===== config.mk =====
export PLATFORM = sky130hd
export DESIGN_NAME = stack_seq_flat
export DESIGN_NICKNAME = d
export VERILOG_FILES = /design/src/rtl/stack_seq_if.sv /design/src/rtl/stack_seq.sv /design/src/flat_wrapper.sv
export SDC_FILE = /design/constraint.sdc
export NUM_CORES = 1
export LEC_CHECK = 0
export CAP_MARGIN = 20
export CORE_UTILIZATION = 45
export CTS_CLUSTER_SIZE = 25
export DETAILED_ROUTE_END_ITERATION = 10
export PLACE_DENSITY = 0.81
export SLEW_MARGIN = 10
export SYNTH_ARGS = -nofsm -noshare
export SYNTH_HDL_FRONTEND = slang
export SYNTH_SLANG_ARGS = --single-unit

===== constraint.sdc =====
create_clock -name clk -period 4 [get_ports clk]
set_input_delay 0.8 -clock clk [delete_from_list [all_inputs] [get_ports clk]]
set_output_delay 0.8 -clock clk [all_outputs]
set_load 0.005 [all_outputs]

===== src/rtl/stack_seq_if.sv =====
// Core-side request/response bundle of the subroutine-stack sequencer.
interface stack_seq_if #(
  parameter int unsigned DEPTH_W = 3
);
  logic               call_req;
  logic               ret_req;
  logic               push_bit;
  logic               clr_err;
  logic               ready;
  logic               done;
  logic               pop_bit;
  logic [DEPTH_W-1:0] depth;
  logic               ovf;
  logic               unf;

  modport master (
    output call_req, ret_req, push_bit, clr_err,
    input  ready, done, pop_bit, depth, ovf, unf
  );

  modport slave (
    input  call_req, ret_req, push_bit, clr_err,
    output ready, done, pop_bit, depth, ovf, unf
  );
endinterface


===== src/rtl/stack_seq.sv =====
// Turns single-cycle call/return requests into non-overlapping bsr/ret strobes
// for the bit-serial stack, tracks depth, and flushes the stack after reset.
module stack_seq #(
  parameter int unsigned DEPTH   = 4,
  parameter int unsigned PULSE_W = 2,
  parameter int unsigned DEPTH_W = 3,
  parameter int unsigned CNT_W   = 4
) (
  input  logic       clk,
  input  logic       rstn,
  stack_seq_if.slave cpu,
  output logic       bsr,
  output logic       ret,
  output logic       stk_in,
  input  logic       stk_lifo
);

  typedef enum logic [2:0] {
    FLUSH_HI, FLUSH_LO, IDLE, PUSH_HI, PUSH_LO, POP_HI, POP_LO
  } state_t;

  localparam logic [CNT_W-1:0]   PH_LAST   = CNT_W'(PULSE_W - 1);
  localparam logic [CNT_W-1:0]   FL_LAST   = CNT_W'(DEPTH);
  localparam logic [DEPTH_W-1:0] DEPTH_MAX = DEPTH_W'(DEPTH);

  state_t             state, state_n;
  logic [CNT_W-1:0]   cnt, cnt_n;
  logic [CNT_W-1:0]   fcnt, fcnt_n;
  logic               phase_end, accept_push, accept_pop;
  logic               ready_n, done_n, bsr_n, ret_n, stk_in_n, pop_bit_n;
  logic               ovf_n, unf_n;
  logic [DEPTH_W-1:0] depth_n;

  assign phase_end   = (cnt == PH_LAST);
  assign accept_push = (state == IDLE) && cpu.call_req;
  assign accept_pop  = (state == IDLE) && !cpu.call_req && cpu.ret_req;

  always_ff @(posedge clk) begin
    if (!rstn) begin
      state       <= FLUSH_HI;
      cnt         <= '0;
      fcnt        <= '0;
      cpu.ready   <= 1'b0;
      cpu.done    <= 1'b0;
      cpu.pop_bit <= 1'b0;
      cpu.depth   <= '0;
      cpu.ovf     <= 1'b0;
      cpu.unf     <= 1'b0;
      bsr         <= 1'b0;
      ret         <= 1'b0;
      stk_in      <= 1'b0;
    end else begin
      state       <= state_n;
      cnt         <= cnt_n;
      fcnt        <= fcnt_n;
      cpu.ready   <= ready_n;
      cpu.done    <= done_n;
      cpu.pop_bit <= pop_bit_n;
      cpu.depth   <= depth_n;
      cpu.ovf     <= ovf_n;
      cpu.unf     <= unf_n;
      bsr         <= bsr_n;
      ret         <= ret_n;
      stk_in      <= stk_in_n;
    end
  end

  always_comb begin
    state_n = state;
    cnt_n   = cnt;
    fcnt_n  = fcnt;
    case (state)
      FLUSH_HI: begin
        // Reset leaves ret low; the first edge only raises it, so every
        // flush pulse, including the first, is PULSE_W cycles wide.
        if (!ret) begin
          cnt_n = '0;
        end else if (phase_end) begin
          state_n = FLUSH_LO;
          cnt_n   = '0;
        end else begin
          cnt_n = cnt + CNT_W'(1);
        end
      end
      FLUSH_LO: begin
        if (phase_end) begin
          cnt_n = '0;
          if (fcnt == FL_LAST) begin
            state_n = IDLE;
            fcnt_n  = '0;
          end else begin
            state_n = FLUSH_HI;
            fcnt_n  = fcnt + CNT_W'(1);
          end
        end else begin
          cnt_n = cnt + CNT_W'(1);
        end
      end
      IDLE: begin
        cnt_n = '0;
        if (accept_push)     state_n = PUSH_HI;
        else if (accept_pop) state_n = POP_HI;
      end
      PUSH_HI, POP_HI, PUSH_LO, POP_LO: begin
        if (phase_end) begin
          cnt_n = '0;
          case (state)
            PUSH_HI: state_n = PUSH_LO;
            POP_HI:  state_n = POP_LO;
            default: state_n = IDLE;
          endcase
        end else begin
          cnt_n = cnt + CNT_W'(1);
        end
      end
      default: begin
        state_n = FLUSH_HI;
        cnt_n   = '0;
        fcnt_n  = '0;
      end
    endcase
  end

  always_comb begin
    ready_n   = (state_n == IDLE);
    done_n    = ((state == PUSH_LO) || (state == POP_LO)) && (state_n == IDLE);
    bsr_n     = (state_n == PUSH_HI);
    ret_n     = (state_n == FLUSH_HI) || (state_n == POP_HI);
    stk_in_n  = accept_push ? cpu.push_bit : stk_in;
    pop_bit_n = ((state == POP_HI) && (state_n == POP_LO)) ? stk_lifo : cpu.pop_bit;
    depth_n   = cpu.depth;
    ovf_n     = cpu.clr_err ? 1'b0 : cpu.ovf;
    unf_n     = cpu.clr_err ? 1'b0 : cpu.unf;
    if (accept_push) begin
      if (cpu.depth == DEPTH_MAX) ovf_n   = 1'b1;
      else                        depth_n = cpu.depth + DEPTH_W'(1);
    end else if (accept_pop) begin
      if (cpu.depth == '0) unf_n   = 1'b1;
      else                 depth_n = cpu.depth - DEPTH_W'(1);
    end
  end

endmodule


===== src/flat_wrapper.sv =====
// flat-port wrapper written by rule: the top's interface ports become plain ports
module stack_seq_flat 
#(
  parameter int unsigned DEPTH   = 4,
  parameter int unsigned PULSE_W = 2,
  parameter int unsigned DEPTH_W = 3,
  parameter int unsigned CNT_W   = 4
)
  (clk, rstn, bsr, ret, stk_in, stk_lifo, cpu_call_req, cpu_ret_req, cpu_push_bit, cpu_clr_err, cpu_ready, cpu_done, cpu_pop_bit, cpu_depth, cpu_ovf, cpu_unf);
  stack_seq_if #(.DEPTH_W(DEPTH_W)) cpu_i ();
  input  logic clk;
  input  logic rstn;
  output logic bsr;
  output logic ret;
  output logic stk_in;
  input  logic stk_lifo;
  input wire logic [$bits(cpu_i.call_req)-1:0] cpu_call_req;
  input wire logic [$bits(cpu_i.ret_req)-1:0] cpu_ret_req;
  input wire logic [$bits(cpu_i.push_bit)-1:0] cpu_push_bit;
  input wire logic [$bits(cpu_i.clr_err)-1:0] cpu_clr_err;
  output wire logic [$bits(cpu_i.ready)-1:0] cpu_ready;
  output wire logic [$bits(cpu_i.done)-1:0] cpu_done;
  output wire logic [$bits(cpu_i.pop_bit)-1:0] cpu_pop_bit;
  output wire logic [$bits(cpu_i.depth)-1:0] cpu_depth;
  output wire logic [$bits(cpu_i.ovf)-1:0] cpu_ovf;
  output wire logic [$bits(cpu_i.unf)-1:0] cpu_unf;
  assign cpu_i.call_req = cpu_call_req;
  assign cpu_i.ret_req = cpu_ret_req;
  assign cpu_i.push_bit = cpu_push_bit;
  assign cpu_i.clr_err = cpu_clr_err;
  assign cpu_ready = cpu_i.ready;
  assign cpu_done = cpu_i.done;
  assign cpu_pop_bit = cpu_i.pop_bit;
  assign cpu_depth = cpu_i.depth;
  assign cpu_ovf = cpu_i.ovf;
  assign cpu_unf = cpu_i.unf;
  stack_seq #(.DEPTH(DEPTH), .PULSE_W(PULSE_W), .DEPTH_W(DEPTH_W), .CNT_W(CNT_W)) u_core (.clk(clk), .rstn(rstn), .cpu(cpu_i), .bsr(bsr), .ret(ret), .stk_in(stk_in), .stk_lifo(stk_lifo));
endmodule

[After elaboration in Yosys (flattened, before gate mapping)]
Index checks and enable logic that the tools add are counted.
Storage, ports and cells
  output and inout bits: 11
  logic and storage cells: 76
  input port bits: 7
  bits in registers: 22
  memories: 0
  ROM bits: 0
  latch bits: 0
  bits in writable memories: 0
Operators by class
  $mul: 0
  div/mod/pow operators: 0
  bitwise logic cells: 1
  order comparisons: 0
  $add $sub $neg: 4
  shifts and indexed selects: 0
  mux-type cells: 26
  reduce and logical (&&, ||, !) cells: 17
  eq/ne operators: 16
Operators with widths (count)
  2-to-1 mux 3 bit: 10
  equality test 3 bit, second input constant: 6
  2-to-1 mux 4 bit: 4
  case mux 4 bit (2 select lines): 2
  equality test 3 x 2 -> 1 bit, second input constant: 4
  case mux 3 bit (4 select lines): 1
  logical NOT 3 bit: 3
  adder 4 x 1 -> 4 bit, second input constant: 2
  2-to-1 mux 1 bit: 7
  case mux 3 bit (2 select lines): 1
  OR reduction 6 bit: 1
  logical AND 1 bit: 5
  OR reduction 5 bit: 1
  equality test 4 x 1 -> 1 bit, second input constant: 1
  equality test 4 x 3 -> 1 bit, second input constant: 1
  != test 2 x 1 -> 1 bit, second input constant: 2
  OR reduction 4 bit: 1
  adder 3 x 1 -> 3 bit, second input constant: 1
  equality test 3 x 1 -> 1 bit, second input constant: 1
  AND reduction 3 bit: 1
  subtractor 3 x 1 -> 3 bit, second input constant: 1
  logical OR 1 bit: 2
  2-to-1 mux 2 bit: 1
  != test 2 bit, second input constant: 1
  4 further kinds: 4

[Longest topological paths before layout]
  depth in word-level cells: 8
  mapped depth: 8
  depth with buffers taken out: 7

[Worst setup path after synthesis]
No wires, ideal clock.
  kind: input to register
  start: input cpu_call_req
  end: register u_core.cpu.depth[2]
  path buffers: 0
  data required time: 3.885 ns
  setup slack: 2.013 ns
  stages on the path: 6
  arrival time: 1.872 ns
  library setup time: 0.115 ns
  cells stage by stage: nand4bb_1 fa_1 xor2_1 nand2_1 xnor2_1 and2_1
On the way
  longest elaborated chain between the ends: 5
  elaborated cells between the ends (all ways): 9
  classes of those cells: 2 x eq/ne; 1 x mux; 6 x reduce/logical
RTL lines
  start, declared: RTL line flat_wrapper.sv:17  | input wire logic [$bits(cpu_i.call_req)-1:0] cpu_call_req;
  logical NOT 1 bit: RTL line stack_seq.sv:36  | assign accept_pop = (state == IDLE) && !cpu.call_req && cpu.ret_req;
  logical AND 1 bit (2 in a row): RTL line stack_seq.sv:36
  nonzero test 2 bit (no line)
  AND reduction 3 bit (no line)
  end signal, assigned: RTL line stack_seq.sv:59  | cpu.depth <= depth_n;
  end, declared: RTL line stack_seq_if.sv:23  | output ready, done, pop_bit, depth, ovf, unf
Parallel ways exist; a longest one is shown, timed or not.
A chain may end at the register's enable or synchronous reset.

[Final worst setup path]
Same ends and word-level chain as after synthesis.

==> flow_summary.ini <==
[pwr]
seq_power_share_pct = 44.2
internal_power_mw = 0.409
switch_share_pct = 31.3
clock_network_fraction_of_design_power_pct = 29.0
comb_power_share_pct = 26.9
switching_power_mw = 0.186
ir_drop_uv = 346
power.density_cell_area_nw_per_um2 = 428
p_total_mw = 0.595
total_leakage_power_nw = 0.529

[clock_network]
insertion_delay_of_the_later_clocked_pin_in_the_worst_skew_pair_ns = 0.32
cts_root_buf = sky130_fd_sc_hd__clkbuf_4
clk_pin_slew_worst_paths_ns = 0.12
hold_buffers = 0
cts.path.max_buffers = 2
cts-resized-gates = 0
cts_tree = built
cts_post_setup_buffers_inserted = 0
tritoncts.num_buffers = 3
clock_sinks = 22
cts.htree.levels = 1

[worst_setup_path]
cpPeakStageDelay_ns = 0.58
crit_path_cell_trace = clkdlybuf4s50_1 -> nand4bb_1 -> fa_1 -> xor2_1 -> nand2_1 -> xnor2_1 -> and2_1
critical_path.slowest_cell = sky130_fd_sc_hd__clkdlybuf4s50_1
r2r_path_end = u_core.cpu.depth[2]
worst_ep_arrival_time_ns = 2.64
worst-path-max-fanout = 6
rr_startpoint = u_core.state[1]
critical_path.startpoint_type = primary input
regToRegSetupSlack_ns = 1.90
r2r.worst_path.cells = 6
critPathCaptureType = flop
worst-setup-path-type = primary input to flop
critPathRequiredTime_ns = 4.21

[routing]
drt_first_iter_violations = 5
antenna_left = 0
post_detailed_route_via_to_cell_ratio = 5.33
wl_met3_um = 68
routed-via-count = 911
highest_layer = met4
drt_drc_violations_left = 0
first_pass_iters = 4
met1Wirelength_um = 976
met2WireLength_um = 1130
drt_wl_total_um = 2220
drt-wirelength-per-cell_um = 13.0

[synthesis]
synthesis.yosys.warnings = 0
leading_register_cell_type_out_of_synthesis = sky130_fd_sc_hd__dfxtp_1
post_synth_inst_count = 126
post_synthesis_sequential_area_ratio_pct = 37.9
synth_edf_count = 0
number_of_flip_flops_and_latches_in_the_synthesized_netlist = 22
synthArstFlopShare_pct = 0
syn_area_per_cell_um2 = 9.23
mappedNetlistNets = 138
synth_area_um2 = 1160
synth.lib_cells_used.distinct = 38

[sta]
report.final.setup_viol = 0
finalCriticalPeriod_ns = 2.42
clock.fmax_mhz = 413
timing.setup.tns_ns = 0
setup_repair_after_global_routing_missed_its_margin = false
post-route-period-util_pct = 60.5
worst_hold_slack_ns = 0.487
hold_viol_final = 0
finClkSkew_ns = 0.0133
timing.max_slew.rel_slack_pct = 56.5
final_max_slew_viol_count = 0
slew_at_the_pin_closest_to_its_max_slew_limit_ns = 0.651

[grt]
grt_pass1_vias = 833
global_route.overflow_total = 0
grt_antenna_before_repair = 0
grt_pass1_wl_um = 3430
grt_start_max_net_pins = 18
grt_use_total_pct = 17.2

[placed_design]
numPortBuffers = 17
number_of_placed_instances_taps_included = 167
gp_congestion = 0.777
post-dp-hpwl_um = 1630

[die]
coreArea_um2 = 2450
die_x_um = 52.8
floorplan.rows = 18
die_area_um2 = 2790
initial_utilization_pct = 47.3
io_pins = 18
die_y_um = 52.8

[run_status]
status = complete, no violations

[min_path]
timing.hold.worst_endpoint = u_core.stk_in
worstHoldPathType = flop to flop
hold_path_startpoint = u_core.stk_in
hold_path_depth = 2

[layout]
design.final.nets = 154
area_growth_pct = 19.5
antenna_cells = 0
post_layout_util_pct = 56.6
stdcell_count = 171
drive_above_1_share_pct = 10.6
layout_common_cells = sky130_fd_sc_hd__dfxtp_1, sky130_fd_sc_hd__clkdlybuf4s50_1, sky130_fd_sc_hd__nor2_1
final_common_cell = sky130_fd_sc_hd__dfxtp_1

[flow_run]
maxCapViolCount = 0
kinds of logic after synthesis:
kind of cell             after synthesis  share of synthesized area (%)
XOR/XNOR                              10                           7.54
adder cells (fa/ha/maj)                5                           6.03
AND/OR/NAND/NOR                       54                           26.8
multiplexers                           2                           1.72
buffers and inverters                 15                           5.81
AO/OA/AOI/OAI                         18                           14.2
flip-flops                            22                           37.9
flip-flops by register name, indices dropped and copies added (netlist names):
register,flops
u_core.stk_in,1
u_core.state,3
u_core.ret,1
u_core.cnt,4
u_core.cpu.done,1
u_core.cpu.pop_bit,1
u_core.fcnt,4
u_core.bsr,1
u_core.cpu.ready,1
u_core.cpu.unf,1
u_core.cpu.depth,3
u_core.cpu.ovf,1
worst max-delay path, delay by kind of cell:
family                   cells  cell delay (ns)
buffers and inverters        1             0.58
adder cells (fa/ha/maj)      1             0.46
AND/OR/NAND/NOR              3             0.50
XOR/XNOR                     2             0.29
through the flow:
step / cell area [µm²] / setup WS [ns]
finish: 1390 / 1.58
global route: 1390 / 1.49
CTS: 1390 / 1.60
detailed placement: 1340 / 1.27
global placement: 1340 / 1.37
floorplan: 1160 / 2.01
final cells by class:
type                    instances  area [µm²]
clock buffers                   3        22.5
clock inverters                 1        30.0
fillers                       219        1070
inverters                       9        33.8
multi-input cells              89         654
flip-flops and latches         22         440
well taps                      30        37.5
repair buffers                 17         170
metal layers:
metal	vias up	global-route usage, %
li1	458	-
met1	431	18.5
met2	17	29.7
met3	5	3.77
met4	0	11.4
met5	-	0
power groups by stage:
stage | registers (mW) | logic (mW) | clock network (mW)
6_report | 0.263 | 0.160 | 0.172
5_1_grt | 0.265 | 0.177 | 0.186
4_1_cts | 0.262 | 0.160 | 0.173
3_5_place_dp | 0.267 | 0.157 | 0
3_3_place_gp | 0.266 | 0.152 | 0
2_1_floorplan | 0.253 | 0.138 | 0
Yosys cell counts (2+ instances only):
master	number	share of area, %
sky130_fd_sc_hd__nor3b_2	3	3.2
sky130_fd_sc_hd__dfxtp_1	22	38
sky130_fd_sc_hd__buf_2	3	1.3
sky130_fd_sc_hd__nand2_1	9	2.9
sky130_fd_sc_hd__xnor2_1	3	2.3
sky130_fd_sc_hd__a32oi_1	2	1.5
sky130_fd_sc_hd__nor3_1	2	0.86
sky130_fd_sc_hd__o21ai_1	2	0.86
sky130_fd_sc_hd__nor2b_1	7	3.8
sky130_fd_sc_hd__nand4_1	3	1.6
sky130_fd_sc_hd__a21oi_1	2	0.86
sky130_fd_sc_hd__a21boi_0	2	1.3
sky130_fd_sc_hd__nand3_1	6	2.6
sky130_fd_sc_hd__inv_1	8	2.6
sky130_fd_sc_hd__clkbuf_1	2	0.65
sky130_fd_sc_hd__and2_1	5	2.7
sky130_fd_sc_hd__ha_1	4	4.3
sky130_fd_sc_hd__xor2_1	7	5.3
sky130_fd_sc_hd__nor2_1	11	3.6
sky130_fd_sc_hd__mux2i_1	2	1.7
sky130_fd_sc_hd__o21ai_0	4	1.7
worst max path at each step:
| stage | startpoint | slack (ns) | depth (start not counted) | to |
|---|---|---|---|---|
| 6_report | cpu_call_req | 1.58 | 7 | u_core.cpu.depth[2] |
| 5_1_grt | cpu_call_req | 1.49 | 7 | u_core.cpu.depth[2] |
| 4_1_cts | cpu_call_req | 1.60 | 7 | u_core.cpu.depth[2] |
| 3_5_place_dp | cpu_call_req | 1.27 | 7 | u_core.cpu.depth[2] |
| 3_3_place_gp | cpu_call_req | 1.37 | 7 | u_core.cpu.depth[2] |
| 2_1_floorplan | cpu_call_req | 2.01 | 6 | u_core.cpu.depth[2] |
Note: power is estimated with default switching activity, not from simulation.
